[src/rtl/multicycle_cpu_if.sv]
// Memory-side bus of the multi-cycle core: instruction fetch port and data
// access port, each a req/valid handshake tolerant of any number of wait states.
interface multicycle_cpu_if #(
  parameter int A_WIDTH = 32,
  parameter int D_WIDTH = 32
);
  logic               imem_req;
  logic [A_WIDTH-1:0] imem_addr;
  logic [31:0]        imem_rdata;
  logic               imem_valid;
  logic               dmem_req;
  logic               dmem_we;
  logic [A_WIDTH-1:0] dmem_addr;
  logic [D_WIDTH-1:0] dmem_wdata;
  logic [D_WIDTH-1:0] dmem_rdata;
  logic               dmem_valid;

  modport master (
    output imem_req, imem_addr, dmem_req, dmem_we, dmem_addr, dmem_wdata,
    input  imem_rdata, imem_valid, dmem_rdata, dmem_valid
  );

  modport slave (
    input  imem_req, imem_addr, dmem_req, dmem_we, dmem_addr, dmem_wdata,
    output imem_rdata, imem_valid, dmem_rdata, dmem_valid
  );
endinterface

[src/rtl/multicycle_cpu.sv]
// Multi-cycle RV32I-subset core (ADD/SUB/AND/OR/ADDI/LW/SW/BEQ/BNE).
// One shared ALU; an FSM sequences fetch/decode/execute/memory/writeback and
// waits on external memories. x10 is exported on a0; illegal code halts.
module multicycle_cpu #(
  parameter int                 D_WIDTH   = 32,
  parameter int                 A_WIDTH   = 32,
  parameter int                 REG_COUNT = 32,
  parameter logic [A_WIDTH-1:0] RESET_PC  = '0
) (
  input  logic               clk,
  input  logic               rst,
  multicycle_cpu_if.master   bus,
  output logic [D_WIDTH-1:0] a0,
  output logic               halted
);

  localparam int RIW = $clog2(REG_COUNT);

  typedef enum logic [2:0] {S_FETCH, S_DECODE, S_EXEC, S_MEM, S_WB, S_HALT} state_t;
  typedef enum logic [2:0] {C_ALUR, C_ALUI, C_LOAD, C_STORE, C_BRANCH} cls_t;
  typedef enum logic [1:0] {OP_ADD, OP_SUB, OP_AND, OP_OR} aop_t;

  state_t state, state_n;
  cls_t   cls, dcls;
  aop_t   aop, dop, alu_op;

  logic [A_WIDTH-1:0]        pc, pc_plus4, br_off;
  logic [31:0]               ir;
  logic signed [D_WIDTH-1:0] rs1v, rs2v, imm, res;
  logic signed [D_WIDTH-1:0] dimm, rs1_rd, rs2_rd, alu_b, alu_y;
  logic [D_WIDTH-1:0]        regs [REG_COUNT];

  logic [6:0] opc, f7;
  logic [2:0] f3;
  logic [4:0] rd, rs1, rs2;
  logic       known, use_rd, use_rs1, use_rs2, dec_ok, taken;
  logic       ireq, dreq;

  // Sign-extend a 13-bit immediate (I/S formats pass their sign bit twice).
  function automatic logic signed [D_WIDTH-1:0] sext13(input logic [12:0] v);
    return {{(D_WIDTH-13){v[12]}}, v};
  endfunction

  // A register index is usable only if the configured file holds it.
  function automatic logic idx_ok(input logic [4:0] i);
    return int'(i) < REG_COUNT;
  endfunction

  assign opc = ir[6:0];
  assign rd  = ir[11:7];
  assign f3  = ir[14:12];
  assign rs1 = ir[19:15];
  assign rs2 = ir[24:20];
  assign f7  = ir[31:25];

  // Decode the latched instruction: class, ALU op, immediate, legality.
  always_comb begin
    known   = 1'b0;
    use_rd  = 1'b0;
    use_rs1 = 1'b0;
    use_rs2 = 1'b0;
    dcls    = C_ALUR;
    dop     = OP_ADD;
    dimm    = '0;
    case (opc)
      7'b0110011: begin
        dcls    = C_ALUR;
        use_rd  = 1'b1;
        use_rs1 = 1'b1;
        use_rs2 = 1'b1;
        case ({f7, f3})
          10'b0000000_000: begin known = 1'b1; dop = OP_ADD; end
          10'b0100000_000: begin known = 1'b1; dop = OP_SUB; end
          10'b0000000_111: begin known = 1'b1; dop = OP_AND; end
          10'b0000000_110: begin known = 1'b1; dop = OP_OR;  end
          default:         known = 1'b0;
        endcase
      end
      7'b0010011: begin
        dcls    = C_ALUI;
        use_rd  = 1'b1;
        use_rs1 = 1'b1;
        known   = (f3 == 3'b000);
        dimm    = sext13({ir[31], ir[31:20]});
      end
      7'b0000011: begin
        dcls    = C_LOAD;
        use_rd  = 1'b1;
        use_rs1 = 1'b1;
        known   = (f3 == 3'b010);
        dimm    = sext13({ir[31], ir[31:20]});
      end
      7'b0100011: begin
        dcls    = C_STORE;
        use_rs1 = 1'b1;
        use_rs2 = 1'b1;
        known   = (f3 == 3'b010);
        dimm    = sext13({ir[31], ir[31:25], ir[11:7]});
      end
      7'b1100011: begin
        dcls    = C_BRANCH;
        use_rs1 = 1'b1;
        use_rs2 = 1'b1;
        known   = (f3 == 3'b000) || (f3 == 3'b001);
        dimm    = sext13({ir[31], ir[7], ir[30:25], ir[11:8], 1'b0});
      end
      default: known = 1'b0;
    endcase
    dec_ok = known && (!use_rd || idx_ok(rd)) && (!use_rs1 || idx_ok(rs1)) &&
             (!use_rs2 || idx_ok(rs2));
  end

  // Register file read ports; x0 and out-of-range indices read as zero.
  always_comb begin
    rs1_rd = '0;
    rs2_rd = '0;
    if (rs1 != 5'd0 && idx_ok(rs1)) rs1_rd = regs[rs1[RIW-1:0]];
    if (rs2 != 5'd0 && idx_ok(rs2)) rs2_rd = regs[rs2[RIW-1:0]];
  end

  // Shared ALU: register ops, address generation and branch compare (via SUB).
  always_comb begin
    alu_b = (cls == C_ALUR || cls == C_BRANCH) ? rs2v : imm;
    case (cls)
      C_ALUR:   alu_op = aop;
      C_BRANCH: alu_op = OP_SUB;
      default:  alu_op = OP_ADD;
    endcase
    case (alu_op)
      OP_ADD:  alu_y = rs1v + alu_b;
      OP_SUB:  alu_y = rs1v - alu_b;
      OP_AND:  alu_y = rs1v & alu_b;
      OP_OR:   alu_y = rs1v | alu_b;
      default: alu_y = rs1v + alu_b;
    endcase
    // funct3[0] distinguishes BNE from BEQ
    taken = (alu_y == '0) ^ ir[12];
  end

  assign pc_plus4 = pc + A_WIDTH'(4);
  assign br_off   = A_WIDTH'(imm);

  // FSM state register.
  always_ff @(posedge clk) begin
    if (rst) state <= S_FETCH;
    else     state <= state_n;
  end

  // FSM next state and request strobes.
  always_comb begin
    state_n = state;
    ireq    = 1'b0;
    dreq    = 1'b0;
    case (state)
      S_FETCH: begin
        ireq = 1'b1;
        if (bus.imem_valid) state_n = S_DECODE;
      end
      S_DECODE: state_n = dec_ok ? S_EXEC : S_HALT;
      S_EXEC: begin
        case (cls)
          C_LOAD, C_STORE: state_n = S_MEM;
          C_BRANCH:        state_n = S_FETCH;
          default:         state_n = S_WB;
        endcase
      end
      S_MEM: begin
        dreq = 1'b1;
        if (bus.dmem_valid) state_n = (cls == C_LOAD) ? S_WB : S_FETCH;
      end
      S_WB:    state_n = S_FETCH;
      S_HALT:  state_n = S_HALT;
      default: state_n = S_FETCH;
    endcase
  end

  // Datapath: architectural state is reset; operand/result latches are not,
  // since each is written before it is consumed.
  always_ff @(posedge clk) begin
    if (rst) begin
      pc <= RESET_PC;
      for (int i = 0; i < REG_COUNT; i++) regs[i] <= '0;
    end else begin
      case (state)
        S_FETCH: if (bus.imem_valid) ir <= bus.imem_rdata;
        S_DECODE: begin
          rs1v <= rs1_rd;
          rs2v <= rs2_rd;
          imm  <= dimm;
          cls  <= dcls;
          aop  <= dop;
        end
        S_EXEC: begin
          if (cls == C_BRANCH) pc <= taken ? pc + br_off : pc_plus4;
          else                 res <= alu_y;
        end
        S_MEM: begin
          if (bus.dmem_valid) begin
            if (cls == C_LOAD) res <= bus.dmem_rdata;
            else               pc  <= pc_plus4;
          end
        end
        S_WB: begin
          if (rd != 5'd0) regs[rd[RIW-1:0]] <= res;
          pc <= pc_plus4;
        end
        default: ;
      endcase
    end
  end

  // Outputs are forced low while reset is asserted.
  assign bus.imem_req   = ireq && !rst;
  assign bus.imem_addr  = (ireq && !rst) ? pc : '0;
  assign bus.dmem_req   = dreq && !rst;
  assign bus.dmem_we    = dreq && !rst && (cls == C_STORE);
  assign bus.dmem_addr  = (dreq && !rst) ? A_WIDTH'($unsigned(res)) : '0;
  assign bus.dmem_wdata = (dreq && !rst && cls == C_STORE) ? rs2v : '0;
  assign a0             = rst ? '0 : regs[10];
  assign halted         = !rst && (state == S_HALT);

endmodule

[src/flat_wrapper.sv]
// flat-port wrapper written by rule: the top's interface ports become plain ports
module multicycle_cpu_flat 
#(
  parameter int                 D_WIDTH   = 32,
  parameter int                 A_WIDTH   = 32,
  parameter int                 REG_COUNT = 32,
  parameter logic [A_WIDTH-1:0] RESET_PC  = '0
)
  (clk, rst, a0, halted, bus_imem_req, bus_imem_addr, bus_dmem_req, bus_dmem_we, bus_dmem_addr, bus_dmem_wdata, bus_imem_rdata, bus_imem_valid, bus_dmem_rdata, bus_dmem_valid);
  multicycle_cpu_if #(.A_WIDTH(A_WIDTH), .D_WIDTH(D_WIDTH)) bus_i ();
  input  logic clk;
  input  logic rst;
  output logic [D_WIDTH-1:0] a0;
  output logic halted;
  output wire logic [$bits(bus_i.imem_req)-1:0] bus_imem_req;
  output wire logic [$bits(bus_i.imem_addr)-1:0] bus_imem_addr;
  output wire logic [$bits(bus_i.dmem_req)-1:0] bus_dmem_req;
  output wire logic [$bits(bus_i.dmem_we)-1:0] bus_dmem_we;
  output wire logic [$bits(bus_i.dmem_addr)-1:0] bus_dmem_addr;
  output wire logic [$bits(bus_i.dmem_wdata)-1:0] bus_dmem_wdata;
  input wire logic [$bits(bus_i.imem_rdata)-1:0] bus_imem_rdata;
  input wire logic [$bits(bus_i.imem_valid)-1:0] bus_imem_valid;
  input wire logic [$bits(bus_i.dmem_rdata)-1:0] bus_dmem_rdata;
  input wire logic [$bits(bus_i.dmem_valid)-1:0] bus_dmem_valid;
  assign bus_imem_req = bus_i.imem_req;
  assign bus_imem_addr = bus_i.imem_addr;
  assign bus_dmem_req = bus_i.dmem_req;
  assign bus_dmem_we = bus_i.dmem_we;
  assign bus_dmem_addr = bus_i.dmem_addr;
  assign bus_dmem_wdata = bus_i.dmem_wdata;
  assign bus_i.imem_rdata = bus_imem_rdata;
  assign bus_i.imem_valid = bus_imem_valid;
  assign bus_i.dmem_rdata = bus_dmem_rdata;
  assign bus_i.dmem_valid = bus_dmem_valid;
  multicycle_cpu #(.D_WIDTH(D_WIDTH), .A_WIDTH(A_WIDTH), .REG_COUNT(REG_COUNT), .RESET_PC(RESET_PC)) u_core (.clk(clk), .rst(rst), .bus(bus_i), .a0(a0), .halted(halted));
endmodule
[config.mk]
export PLATFORM = sky130hd
export DESIGN_NAME = multicycle_cpu_flat
export DESIGN_NICKNAME = d
export VERILOG_FILES = /design/src/rtl/multicycle_cpu_if.sv /design/src/rtl/multicycle_cpu.sv /design/src/flat_wrapper.sv
export SDC_FILE = /design/constraint.sdc
export NUM_CORES = 2
export LEC_CHECK = 0
export CAP_MARGIN = 20
export CORE_ASPECT_RATIO = 1.2
export CORE_UTILIZATION = 50
export CTS_CLUSTER_SIZE = 30
export DETAILED_ROUTE_END_ITERATION = 7
export PLACE_DENSITY_LB_ADDON = 0.05
export SLEW_MARGIN = 40
export SYNTH_ARGS = -nofsm -noshare
export SYNTH_HDL_FRONTEND = slang
export SYNTH_SLANG_ARGS = --single-unit
[constraint.sdc]
create_clock -name clk -period 12.9 [get_ports clk]
set_input_delay 3.87 -clock clk [delete_from_list [all_inputs] [get_ports clk]]
set_output_delay 3.87 -clock clk [all_outputs]
set_load 0.1 [all_outputs]
==> summary.md <==
| Metric | Value |
|---|---|
| Yosys top cell area share | `50.7%` |
| Worst setup path startpoint | `rst` |
| Grt ovf | `0` |
| Starting Density | `50.4%` |
| Worst-path cell chain | `buf_4, inv_4, and4_1, buf_2` |
| Setup CP Type | `primary input to output pin` |
| Root Buffer | `clkbuf_16` |
| CTS Hold Bufs | `0` |
| Ranking of synthesized cells by area | `edfxtp_1 51%, mux4_2 18%, and2_1 9.6%` |
| Max-slew headroom | `32.3%` |
| Pwr dens | `131 nW/um2` |
| Synth Flop Type | `edfxtp_1` |
| Clock-pin slew on the worst setup and hold paths | `roughly 0.06 ns` |
| First-pass GRT wire length | `329 mm` |
| Critical path's slowest cell | `inv_4` |
| Post-CTS sizing | `0` |
| Clock Skew | `~0.030 ns` |
| Switch share | `about 28%` |
| CTS tree | `built` |
| Avg WL per Cell | `roughly 34 um` |
| Rows | `between 100 and 150` |
| Io pins | `200` |
| Synth Instances | `4922` |
| Setup WS pre-CTS | `3.40 ns` |
| Synth warnings | `0` |
| Input/output buffers | `199` |
| Area grow syn2layout | `12.0%` |
| Top cell type by total area after synthesis | `edfxtp_1` |
| Highest Clock Rate | `0.105 GHz` |
| CP Capture Type | `output pin` |
| Final WS setup | `approximately 3.4 ns` |
| Fraction of registers with async set/reset | `0%` |
| Initial antenna violation count | `27` |
| Setup TNS | `0 ns` |
| Hold Slack | `0.564 ns` |
| Post-synthesis sequential area ratio | `52.7%` |
| ANT nets after route | `0` |
| Die area | `136000 um2` |
| Internal | `0.00713 W` |
| Startpoint types | `primary input` |
| Arrival @ worst endpoint | `5.63 ns` |
| #FFs+latches synth | `~1200` |
| Final wirelength | `235 mm` |
| DR vias/cell | `about 6.5` |
| Clock Sinks | `1205` |
| Initial DRC Count | `5023` |
| Largest stage delay, worst path | `about 0.67 ns` |
| Final core utilization | `around 56%` |
| Post-Synthesis Mean Instance Area | `13.7 um2` |
| Share of cells above drive strength 1 | `approximately a quarter` |
| Core area | `134000 um2` |
| Postcts setup bufs | `0` |
| Outcome | `completed` |
| Final setup viols | `0` |
| All-Layer GR Usage | `a little over a third` |
| Die width | `337 um` |
| Multi-input logic area | `30800 um2` |
| Die Ht | `404 um` |
| Clock Latency Late Sink | `~0.79 ns` |
| Tot Pwr | `0.00991 W` |
| Start point of the worst hold path | `u_core.pc[2]$_SDFFE_PP0P_` |
| MaxCap Viol Count | `0` |
| RSZ-0062 raised after global routing | `false` |
| CP required | `about 9 ns` |
| Final Max Tran Viols | `0` |
| Vias in the first global route | `44200` |
| Largest net degree at the start of global routing | `121` |
| Post-route DRC | `0` |
| Hpwl dp | `147 mm` |
| Final net count | `5123` |
| P_leak | `27.7 nW` |
| Gpl congestion | `0.931` |
| DRT Pass-1 Iters | `6` |
| Post-route minimum period | `9.50 ns` |
| Vias | `~45000` |
| Fill count | `10900` |
| H-tree levels | `4` |
| Reg2reg start | `u_core.cls[1]$_DFFE_PP_` |
| Clock Path Buffers | `3` |
| EDFF count, synth | `1138` |
| Worst vdd rail ir drop | `between 100 and 150 uV` |
| Storage cell area | `35500 um2` |
| Clock Power Share | `36.8%` |
| Combinational fraction of design power | `16.8%` |
| Yosys cell types | `88` |
| CP max FO | `82` |
| Final hold violation count | `0` |
| Net Sw Power | `approximately 0.0028 W` |
| Slew of the pin with the lowest slew margin | `1.02 ns` |
| Hold/Removal Path Class | `flop to flop` |
| Flop pwr share | `46.4%` |
| Synth Cell Area | `67500 um2` |
| Period utilization | `73.6%` |
| CTS buffer count | `130` |
[logic make-up (layout without fill, tap and decap cells)]
logic type,after synthesis,after routing,synth area share [%]
and+or+nand+nor,1714,1714,14.7
DFF,1205,1205,52.7
muxes,784,784,21.6
AOI/OAI and AO/OA,576,576,5.87
buffers and inverters,490,627,2.77
adders and majority gates,81,81,1.47
xor gates and xnor gates,71,71,0.933
other,1,48,0.00556
[power by group through the flow]
stage,combinational (W),clock (W),sequential (W)
2_1_floorplan,0.00107,0,0.00463
3_3_place_gp,0.00163,0,0.00467
3_5_place_dp,0.00164,0,0.00467
4_1_cts,0.00165,0.00368,0.00459
5_1_grt,0.00175,0.00382,0.00461
6_report,0.00167,0.00364,0.00459
[worst paths after layout]
check,to,slack (ns),cells after the start
setup / recovery,halted,3.40,4
hold / removal,u_core.pc[2]$_SDFFE_PP0P_,0.56,2
setup reg to reg,u_core.pc[18]$_SDFFE_PP0P_,4.94,22
hold reg to reg,u_core.pc[2]$_SDFFE_PP0P_,0.56,2
[registers in the layout, indices dropped and copies added, names as in the netlist]
register / count
u_core.pc: 32
u_core.res: 32
u_core.ir: 32
u_core.regs: 1024
u_core.state: 3
u_core.rs1v: 32
u_core.aop: 2
u_core.br_off: 13
u_core.rs2v: 32
u_core.cls: 3
[synth_stat cells (21+ instances only)]
library cell	instances
nor4_1	30
mux4_2	530
nor2_1	199
nand2b_1	27
clkbuf_1	380
xor2_1	31
nor2b_1	54
and3_1	50
a32oi_1	23
o221ai_1	29
o311ai_1	21
and2_1	1037
ha_1	65
buf_1	69
a221oi_1	32
xnor2_1	39
dfxtp_1	67
nand2_1	116
a21oi_1	134
inv_1	26
a21o_1	27
o21ai_0	96
nand3_1	49
mux2_2	84
nand4_1	28
o22ai_1	34
a211oi_1	29
edfxtp_1	1138
a211o_1	22
nor3_1	64
mux2i_1	167
[layer usage]
metal | global-route usage, % | up-vias | routed length (um)
met5 | 0 | - | 16
met4 | 22.7 | 4 | 16400
met3 | 5.58 | 531 | 18600
met2 | 55.6 | 2344 | 113000
met1 | 44.2 | 23100 | 87500
li1 | - | 19100 | -
[cell usage in the layout, fill, tap and decap left out, drive strengths merged, types with 33 or more instances in the layout]
master and n:
nor3 64, dfxtp 67, xnor2 40, inv 33, mux2i 167, clkinv 46
nor2b 54, nor2 199, ha 65, nand2 117, and3 50, and2 1037
clkbuf 176, o22ai 34, mux2 87, nand3 49, buf 300, edfxtp 1138
o21ai 106, clkdlybuf4s50 66, a21oi 137, mux4 530, a221oi 33
[critical path: cells and delay by family]
kind / cells / cell delay [ns]
buf+inv: 3 / 1.40
simple gates: 1 / 0.31
[area by class of cell]
class / count / share of cell area (%)
Sequential cell: 1205 / 47.0
Multi-Input combinational cell: 3258 / 40.8
Clock buffer: 176 / 4.70
Timing Repair Buffer: 366 / 3.75
Tap cell: 1788 / 2.96
Clock inverter: 58 / 0.647
Inverter: 27 / 0.137
Antenna cell: 16 / 0.0530
[metrics by stage]
stage	cells	instance area, um2
2_1_floorplan	4953	67600
3_3_place_gp	6632	71800
3_5_place_dp	6641	71400
4_1_cts	6875	75400
5_1_grt	6885	75600
6_report	6894	75600
Note: power is estimated with default switching activity, not from simulation.
